--- config.mk ---
export PLATFORM = sky130hd
export DESIGN_NAME = hazard_forward_unit
export DESIGN_NICKNAME = d
export VERILOG_FILES = /design/src/rtl/hazard_pkg.sv /design/src/rtl/hazard_match.sv /design/src/rtl/hazard_forward_unit.sv
export SDC_FILE = /design/constraint.sdc
export NUM_CORES = 1
export LEC_CHECK = 0
export CAP_MARGIN = 25
export CORE_UTILIZATION = 34
export CTS_CLUSTER_DIAMETER = 30
export DETAILED_ROUTE_END_ITERATION = 10
export GPL_TIMING_DRIVEN = 0
export MAX_ROUTING_LAYER = met4
export PLACE_DENSITY_LB_ADDON = 0.15
export SYNTH_ARGS = -nofsm -noshare
export SYNTH_HDL_FRONTEND = slang
export SYNTH_SLANG_ARGS = --single-unit
export TNS_END_PERCENT = 50
--- constraint.sdc ---
create_clock -name CLK -period 7.2 [get_ports CLK]
set_clock_uncertainty 0.1 [all_clocks]
set_input_delay 2.16 -clock CLK [delete_from_list [all_inputs] [get_ports CLK]]
set_output_delay 2.16 -clock CLK [all_outputs]
set_load 0.005 [all_outputs]
--- src/rtl/hazard_pkg.sv ---
// Shared types and constants for the OTTER hazard/forwarding unit.
package hazard_pkg;

  typedef struct packed {
    logic       valid;
    logic [4:0] rd;
    logic       we;
    logic       load;
  } trk_entry_t;

  localparam logic [4:0]  REG_ZERO      = 5'd0;
  localparam int unsigned SEL_RF        = 0;
  localparam int unsigned SEL_STAGE_OFS = 1;

endpackage

--- src/rtl/hazard_match.sv ---
// Per-source priority matcher: finds the youngest in-flight writer of one source register.
module hazard_match
  import hazard_pkg::*;
#(
  parameter int unsigned FWD_STAGES = 2,
  parameter int unsigned SEL_W      = 2
) (
  input  trk_entry_t [FWD_STAGES-1:0] entries_i,
  input  logic                        id_valid_i,
  input  logic [4:0]                  rs_i,
  input  logic                        rs_used_i,
  output logic                        hit_o,
  output logic [SEL_W-1:0]            sel_o,
  output logic                        is_load_o,
  output logic [SEL_W-1:0]            index_o
);

  always_comb begin
    hit_o     = 1'b0;
    sel_o     = SEL_W'(SEL_RF);
    is_load_o = 1'b0;
    index_o   = '0;
    if (id_valid_i && rs_used_i && (rs_i != REG_ZERO)) begin
      // Walk oldest to youngest so a younger match overwrites an older one.
      for (int k = int'(FWD_STAGES) - 1; k >= 0; k--) begin
        if (entries_i[k].valid && entries_i[k].we && (entries_i[k].rd == rs_i)) begin
          hit_o     = 1'b1;
          sel_o     = SEL_W'(k + int'(SEL_STAGE_OFS));
          is_load_o = entries_i[k].load;
          index_o   = SEL_W'(k);
        end
      end
    end
  end

endmodule

--- src/rtl/hazard_forward_unit.sv ---
// Hazard and forwarding unit: shadow tracker of in-flight destinations, per-source
// forwarding selects, load-use stall and a saturating stall counter.
module hazard_forward_unit
  import hazard_pkg::*;
#(
  parameter int unsigned NUM_SRC    = 2,
  parameter int unsigned FWD_STAGES = 2,
  parameter int unsigned LOAD_LAT   = 1,
  parameter int unsigned SEL_W      = $clog2(FWD_STAGES + 1)
) (
  input  logic                            CLK,
  input  logic                            RST,
  input  logic                            ID_VALID,
  input  logic [NUM_SRC-1:0][4:0]         ID_RS,
  input  logic [NUM_SRC-1:0]              ID_RS_USED,
  input  logic [4:0]                      ID_RD,
  input  logic                            ID_RF_WE,
  input  logic                            ID_IS_LOAD,
  input  logic                            FLUSH,
  output logic [NUM_SRC-1:0][SEL_W-1:0]   FWD_SEL,
  output logic                            STALL,
  output logic [15:0]                     STALL_CNT
);

  trk_entry_t [FWD_STAGES-1:0] trk_q, trk_d;
  logic [NUM_SRC-1:0]            hit;
  logic [NUM_SRC-1:0]            is_load;
  logic [NUM_SRC-1:0][SEL_W-1:0] idx;
  logic                          stall;
  logic [15:0]                   stall_cnt_q, stall_cnt_d;

  for (genvar g = 0; g < NUM_SRC; g++) begin : g_match
    hazard_match #(
      .FWD_STAGES (FWD_STAGES),
      .SEL_W      (SEL_W)
    ) u_match (
      .entries_i  (trk_q),
      .id_valid_i (ID_VALID),
      .rs_i       (ID_RS[g]),
      .rs_used_i  (ID_RS_USED[g]),
      .hit_o      (hit[g]),
      .sel_o      (FWD_SEL[g]),
      .is_load_o  (is_load[g]),
      .index_o    (idx[g])
    );
  end

  always_comb begin
    stall = 1'b0;
    for (int i = 0; i < int'(NUM_SRC); i++) begin
      if (hit[i] && is_load[i] && (32'(idx[i]) < LOAD_LAT)) begin
        stall = 1'b1;
      end
    end
    // A flushed instruction is discarded, so there is nothing to wait for.
    if (FLUSH) begin
      stall = 1'b0;
    end
  end

  assign STALL = stall;

  always_comb begin
    trk_d = '0;
    for (int k = 1; k < int'(FWD_STAGES); k++) begin
      trk_d[k] = trk_q[k-1];
    end
    if (ID_VALID && !stall && !FLUSH) begin
      trk_d[0].valid = 1'b1;
      trk_d[0].rd    = ID_RD;
      trk_d[0].we    = ID_RF_WE;
      trk_d[0].load  = ID_IS_LOAD;
    end
  end

  always_comb begin
    stall_cnt_d = stall_cnt_q;
    if (stall && (stall_cnt_q != 16'hFFFF)) begin
      stall_cnt_d = stall_cnt_q + 16'd1;
    end
  end

  assign STALL_CNT = stall_cnt_q;

  always_ff @(posedge CLK or posedge RST) begin
    if (RST) begin
      trk_q       <= '0;
      stall_cnt_q <= '0;
    end else begin
      trk_q       <= trk_d;
      stall_cnt_q <= stall_cnt_d;
    end
  end

endmodule

==> results of run 1 <==
## cells in the final DEF (no fill, tap or decap), types with 2 or more instances in the layout
cell and count:
nor4_1 6, xnor2_1 15, xor2_1 19, nor2_1 4, and2_1 7, and3_1 3
nor4_2 3, nand4_1 6, nor4b_1 3, or3_1 2, clkdlybuf4s50_1 43, nand2_1 9
o311a_1 2, bufinv_16 2, dfrtp_1 31, clkbuf_8 5, nand3_1 5, nor3_1 5
## metrics by stage
step	util	cell area, um^2	power, uW	cells
floorplan	-	1568	198.7	136
global placement	0.4706	2063	216.1	231
CTS	0.5080	2227	427.2	240
detailed placement	0.4769	2091	218.9	232
finish	0.5080	2227	420.0	240
global route	0.5080	2227	439.4	240
## state kept, by name (all words and copies together), names as in the netlist
register   cells
STALL_CNT     16
trk_d          8
trk_q          7
## final timing paths
path                                              to  slack [ns]  cells past startpoint                 from
max                                            STALL        0.47                      8             ID_RS[6]
max in group asynchronous        trk_q[10]$_DFF_PP0_        4.43                      3                  RST
min                              trk_q[15]$_DFF_PP0_        0.28                      0  trk_d[15]$_DFF_PP0_
min reg2reg                      trk_q[15]$_DFF_PP0_        0.28                      0  trk_d[15]$_DFF_PP0_
min in group asynchronous  STALL_CNT[12]$_DFFE_PP0P_        2.10                      2                  RST
max reg2reg                 STALL_CNT[1]$_DFFE_PP0P_        4.85                      6  trk_d[13]$_DFF_PP0_
## final cells by class
type / instances / area [um^2] / share of cell area
plain buffers: 2 / 16.27 / 0.007303
well taps: 52 / 65.06 / 0.02921
repair buffers: 44 / 457.9 / 0.2056
clock buffers: 5 / 68.82 / 0.03090
flip-flops and latches: 31 / 775.7 / 0.3483
multi-input cells: 102 / 772.0 / 0.3466
clock inverters: 3 / 67.56 / 0.03034
inverters: 1 / 3.754 / 0.001685
## logic make-up (layout without fill, tap and decap cells)
| kind of cell | count (synthesis) | after routing |
|---|---|---|
| flip-flops | 31 | 31 |
| AO/OA/AOI/OAI | 5 | 5 |
| buffers and inverters | 3 | 55 |
| adder cells (fa/ha/maj) | 1 | 1 |
| AND/OR/NAND/NOR | 61 | 61 |
| XOR/XNOR | 34 | 34 |
| multiplexers | 1 | 1 |
## power breakdown
| group | leakage (uW) | internal [uW] | total (uW) | switching (uW) |
|---|---|---|---|---|
| logic | 0.000473 | 20.2 | 34.4 | 14.2 |
| registers | 0.000424 | 177 | 181 | 3.24 |
| clock network | 0.0000644 | 138 | 205 | 66.9 |
## critical path, stage by stage
cell,delay (ns)
clkdlybuf4s50_1,0.48
or4_1,0.53
o211ai_1,0.34
nor4_4,0.09
nor2_4,0.20
buf_6,0.18
nor2_1,0.06
clkdlybuf4s50_1,0.43
## routing by layer
layer  up-vias  track usage  wire length (um)
met5         -            -                 0
met2        26       0.2254              1585
met1       574       0.2106              1643
met3         2      0.04473               111
li1        586            -                 -
met4         0      0.04667                17
==> out/summary.txt, run 1 <==
outcome: completed
antenna fix cells: 0
Mapped Nets: 160
area fraction of the dominant cell type after synthesis: 0.4948
Synth warnings: 0
Detailed Routing Iterations Pass 1: 4
final setup violation count: 0
Die Area: 4887 um^2
Mapped Area: 1568 um^2
crit share post-route: 0.9349
gpl congestion: 0.8939
critical path class: in2out
nets: 211
Post-Synth Adder-Cell Area: 0.007981
Final min period: 6.732 ns
Setup TNS: 0 ns
dominant synthesized flop cell: dfrtp_1
area grow syn2layout: 42.06%
Core Area: 4384 um^2
Routed WL per cell: 13.98 um
Slew Viols, Final: 0
DR DRC count: 0
PostCTS Resize Cnt: 0
pwr/cell area: 188.6 nW/um^2
total CTS buffers: 5
CTS Root Buffer Type: clkbuf_8
Sink Count: 31
relative slew slack: 0.6243
FP Rows: 24
share of synthesized area spent on multiplexers: 0.007183
GRT Util Overall: 0.1551
final setup margin: 0.4685 ns
DP HPWL: 2704 um
maximum VDD drop: 0.09752 mV
Port Buffers: 43
via count: 1188
Yosys top cell by area: dfrtp_1
Hold Path Class: reg2reg
H-tree depth: 2
CP endpoint kind: primary output
Post-synth EDFFs: 0
vias per cell: 4.950
total grt overflow: 0
most common cell in the netlist: dfrtp_1
Clock transition at path regs: 0.07 ns
Simple-Gate Fraction of Synth Area: 0.2602
top post-synthesis cells by area: dfrtp_1, xor2_1, xnor2_1
initial antenna violation count: 0
Seq/Total Area, Yosys: 0.4948
die height: 69.91 um
complex-gate fraction of the synthesized area: 0.02713
XOR/XNOR Fraction of Synth Area: 0.1899
vias in the first global route: 1202
main combinational cell family by area after synthesis: simple AND/OR/NAND/NOR gates
I/O pin cnt: 44
RSZ-0062 raised after global routing: false
DRT iter0 DRCs: 56
Post-CTS Setup Bufs: 0
share of layout cells above drive strength 1: 0.09574
Worst Path Max Fanout: 10
largest net degree at the start of global routing: 23
Startpoint Class: input port
ys async rst share: 1.000
Post-synth top cells: dfrtp_1, xor2_1, xnor2_1, nand2_1, and2_1
worst-skew pair later-pin latency: 0.28 ns
Post-CTS Hold Fix Bufs: 0
overall routed net length: 3356 um
Hold Vio Cnt, Final: 0
DP Worst Slack: 0.4512 ns
max-cap viol count: 0
synthesized flop and latch total: 31
leakage: 0.0009612 uW
fillers: 390
Horiz. Die Dim: 69.91 um
Max clock buf depth: 2
Initial Util: 0.3576
Arrival @ worst endpoint: 4.47 ns
Fmax achieved: 148.6 MHz
CTS tree: yes
Cell variety after synth: 31
first-pass GRT wire length: 5782 um
required time worst endpoint: 4.94 ns
Post-DRT Antenna Nets: 0
worst slew pin tran: 0.5604 ns
Synth Area per Inst: 11.53 um^2
Synth Instances: 136
WHS: 0.2840 ns
Note: power is estimated with default switching activity, not from simulation.
==> inputs of run 2 (changes only) <==
--- a/config.mk
+++ b/config.mk
@@ -6,13 +6,14 @@
 export NUM_CORES = 1
 export LEC_CHECK = 0
 export CAP_MARGIN = 25
-export CORE_UTILIZATION = 34
+export CORE_UTILIZATION = 40
 export CTS_CLUSTER_DIAMETER = 30
 export DETAILED_ROUTE_END_ITERATION = 10
-export GPL_TIMING_DRIVEN = 0
+export GPL_TIMING_DRIVEN = 1
 export MAX_ROUTING_LAYER = met4
 export PLACE_DENSITY_LB_ADDON = 0.15
 export SYNTH_ARGS = -nofsm -noshare
 export SYNTH_HDL_FRONTEND = slang
+export SYNTH_HIERARCHICAL = 1
 export SYNTH_SLANG_ARGS = --single-unit
 export TNS_END_PERCENT = 50
==> run 2 against run 1 <==
  * Final area increased by 5.4%
  * Clock-buffer cell count grew 2
  * Register-to-register slack got worse by 0.39 ns
  * Utilization is 5.8 points higher
  * Flip-flop and latch count increased by 1
==> out/summary.txt, run 2 <==
Setup TNS: 0 ns (unchanged)
relative slew slack: 0.4574 (-0.1670)
total CTS buffers: 5 (unchanged)
Fmax achieved: 144.9 MHz (-2.5%)
commonest non-fill, non-tap cell in the layout: clkdlybuf4s50_1
RSZ-0062 raised after global routing: false
share of layout cells above drive strength 1: 0.1897 (+0.09400)
Hold Vio Cnt, Final: 0 (unchanged)
Post-CTS Setup Bufs: 0 (unchanged)
total grt overflow: 0 (unchanged)
Clock transition at path regs: 0.07 ns (about the same)
met1 Use GR: 0.2173 (+0.006721)
Cell variety after synth: 37 (+19%)
I/O pin cnt: 44 (unchanged)
r2r endpoint: STALL_CNT[1]$_DFFE_PP0P_
Post-synth EDFFs: 0 (unchanged)
met3 Usage GRT: 0.04441 (-0.0003251)
via count: 1282 (+7.9%)
fillers: 370 (-5.1%)
CP endpoint kind: primary output
Routed WL per cell: 14.19 um (+1.5%)
dominant synthesized flop cell: dfrtp_1
DR DRC count: 0 (unchanged)
Horiz. Die Dim: 68.65 um (-1.8%)
PostCTS Resize Cnt: 0 (unchanged)
DRT iter0 DRCs: 35 (-38%)
Hold Path Class: reg2reg
Setup crit end: STALL
Seq/Total Area, Yosys: 0.4507 (-0.04411)
Arrival @ worst endpoint: 4.64 ns (+0.17 ns)
max-cap viol count: 0 (unchanged)
top post-synthesis cells by area: dfrtp_1, xnor2_1, o211ai_2
Register Area: 800.8 um^2 (+3.2%)
flop-to-flop setup slack: 4.46 ns (-0.39 ns)
global route hottest layer: met2
vias in the first global route: 1357 (+13%)
Synth Area per Inst: 11.84 um^2 (+2.8%)
outcome: completed
Worst Reg-to-Reg Cells: 10 (+4)
Synth Instances: 150 (+10%)
largest net degree at the start of global routing: 33 (+43%)
crit share post-route: 0.9587 (+0.02374)
Detailed Routing Iterations Pass 1: 4 (unchanged)
initial antenna violation count: 0 (unchanged)
Final min period: 6.902 ns (+0.1709 ns)
CTS tree: yes
FP Rows: 23 (-4.2%)
maximum VDD drop: 0.1102 mV (+13%)
final setup margin: 0.2975 ns (-0.1709 ns)
Core Area: 4144 um^2 (-5.5%)
worst-skew pair later-pin latency: 0.28 ns (about the same)
CTS Root Buffer Type: clkbuf_8
Port Buffers: 43 (unchanged)
H-tree depth: 2 (unchanged)
Initial Util: 0.4287 (+0.07115)
most frequent cells in the layout: clkdlybuf4s50_1, xnor2_1, dfrtp_1, o211ai_2, and2_1
Mapped Area: 1777 um^2 (+13%)
Slew Viols, Final: 0 (unchanged)
DP HPWL: 2710 um (+0.24%)
Multi-input gate area: 903.4 um^2 (+17%)
RR Startpoint: trk_q[14]$_DFF_PP0_
first-pass GRT wire length: 6106 um (+5.6%)
Post-DRT Antenna Nets: 0 (unchanged)
Startpoint Class: input port
ys async rst share: 1.000 (unchanged)
max reg flops: 16 (unchanged)
Mapped Nets: 174 (+8.8%)
antenna fix cells: 0 (unchanged)
pwr/cell area: 171.9 nW/um^2 (-8.9%)
Sink Count: 32 (+3.2%)
required time worst endpoint: 4.94 ns (about the same)
critical path class: in2out
grt met2 use: 0.3064 (+0.08095)
die height: 68.65 um (-1.8%)
Yosys top cell by area: dfrtp_1
Die Area: 4712 um^2 (-3.6%)
gpl congestion: 0.8034 (-10%)
leakage: 0.001007 uW (+4.8%)
nets: 218 (+3.3%)
area fraction of the dominant cell type after synthesis: 0.4507 (-0.04411)
final setup violation count: 0 (unchanged)
overall routed net length: 3476 um (+3.6%)
Crit. Startpoint: ID_RS[7]
most common cell in the netlist: xnor2_1
synthesized flop and latch total: 32 (+3.2%)
Worst Path Max Fanout: 3 (-7)
Synth warnings: 6 (+6)
area grow syn2layout: 32.11%
worst slew pin tran: 0.8115 ns (+0.2511 ns)
vias per cell: 5.233 (+5.7%)
Post-synth top cells: xnor2_1, dfrtp_1, and2_1, o211ai_2
GRT Util Overall: 0.1852 (+0.03003)
Max clock buf depth: 2 (unchanged)
DP Worst Slack: 0.2987 ns (-0.1525 ns)
Post-CTS Hold Fix Bufs: 0 (unchanged)
## run 2: cell types whose count changed after synthesis, sizes merged, moves of 3 or more
| cell | delta |
|---|---|
| o2111ai | +6 |
| xor2 | -18 |
| nor4 | -10 |
| xnor2 | +18 |
| nand2 | -8 |
| nor4b | -4 |
| and4 | +4 |
| o211ai | +7 |
| buf | +5 |
| and3 | +3 |
| and2 | +3 |
| nor3 | -3 |
## run 2: stage by stage
stage | utilization | hold WS, ns | power, uW | cell area [um^2] | cells
2_1_floorplan | - | 0.2731 | 204.8 | 1777 | 150
3_3_place_gp | 0.5359 | 0.2894 | 222.1 | 2221 | 237
3_5_place_dp | 0.5359 | 0.2986 | 222.7 | 2221 | 237
4_1_cts | 0.5664 | 0.3142 | 409.7 | 2347 | 245
5_1_grt | 0.5664 | 0.3403 | 422.6 | 2347 | 245
6_report | 0.5664 | 0.3111 | 403.4 | 2347 | 245
## run 2: layout make-up
type / instances / share of cell area
multi-input combinational: 108 / 0.3849
sequential: 32 / 0.3412
timing repair buffer: 45 / 0.1898
clock buffer: 7 / 0.04104
tap: 50 / 0.02665
clock inverter: 1 / 0.01279
inverter: 2 / 0.003731
## run 2: per-layer routing
| layer | vias to the layer above | routed length (um) |
|---|---|---|
| met1 | 625 | 1559 |
| li1 | 622 | - |
| met2 | 29 | 1709 |
| met3 | 6 | 154 |
| met5 | - | 0 |
| met4 | 0 | 53 |
## run 2: logic make-up (layout without fill, tap and decap cells)
family          count (synthesis)  count (layout)  share of synthesized area
simple gates                   49              49                     0.1958
xor+xnor                       34              34                     0.1676
flops                          32              32                     0.4507
compound gates                 20              20                     0.1211
buf+inv                        10              55                    0.04084
other cells                     2               2                   0.004227
mux                             2               2                    0.01268
fa+ha+maj                       1               1                   0.007041
## run 2: worst min path at each step
| stage | from | end | slack [ns] | cells past startpoint |
|---|---|---|---|---|
| after global routing | trk_d[8]$_DFF_PP0_ | trk_q[8]$_DFF_PP0_ | 0.34 | 0 |
| after global placement | trk_d[15]$_DFF_PP0_ | trk_q[15]$_DFF_PP0_ | 0.29 | 0 |
| after detailed placement | trk_d[15]$_DFF_PP0_ | trk_q[15]$_DFF_PP0_ | 0.30 | 0 |
| final | trk_d[9]$_DFF_PP0_ | trk_q[9]$_DFF_PP0_ | 0.31 | 0 |
| after CTS | trk_d[15]$_DFF_PP0_ | trk_q[15]$_DFF_PP0_ | 0.31 | 0 |
| after floorplan | trk_d[9]$_DFF_PP0_ | trk_q[9]$_DFF_PP0_ | 0.27 | 0 |
## run 2: power breakdown
group          total (uW)  internal (uW)  switching (uW)  leakage, uW
registers             187            183            3.13     0.000438
clock network         185            122            62.7    0.0000645
logic                32.1           19.3            12.8     0.000505
## run 2: worst max-delay path: stages
cell	delay, ns
clkdlybuf4s50_1	0.48
or4_1	0.56
o211ai_2	0.17
or3_2	0.16
nor2_1	0.06
nand4bb_1	0.21
a21o_1	0.27
clkinv_2	0.08
clkdlybuf4s50_1	0.49
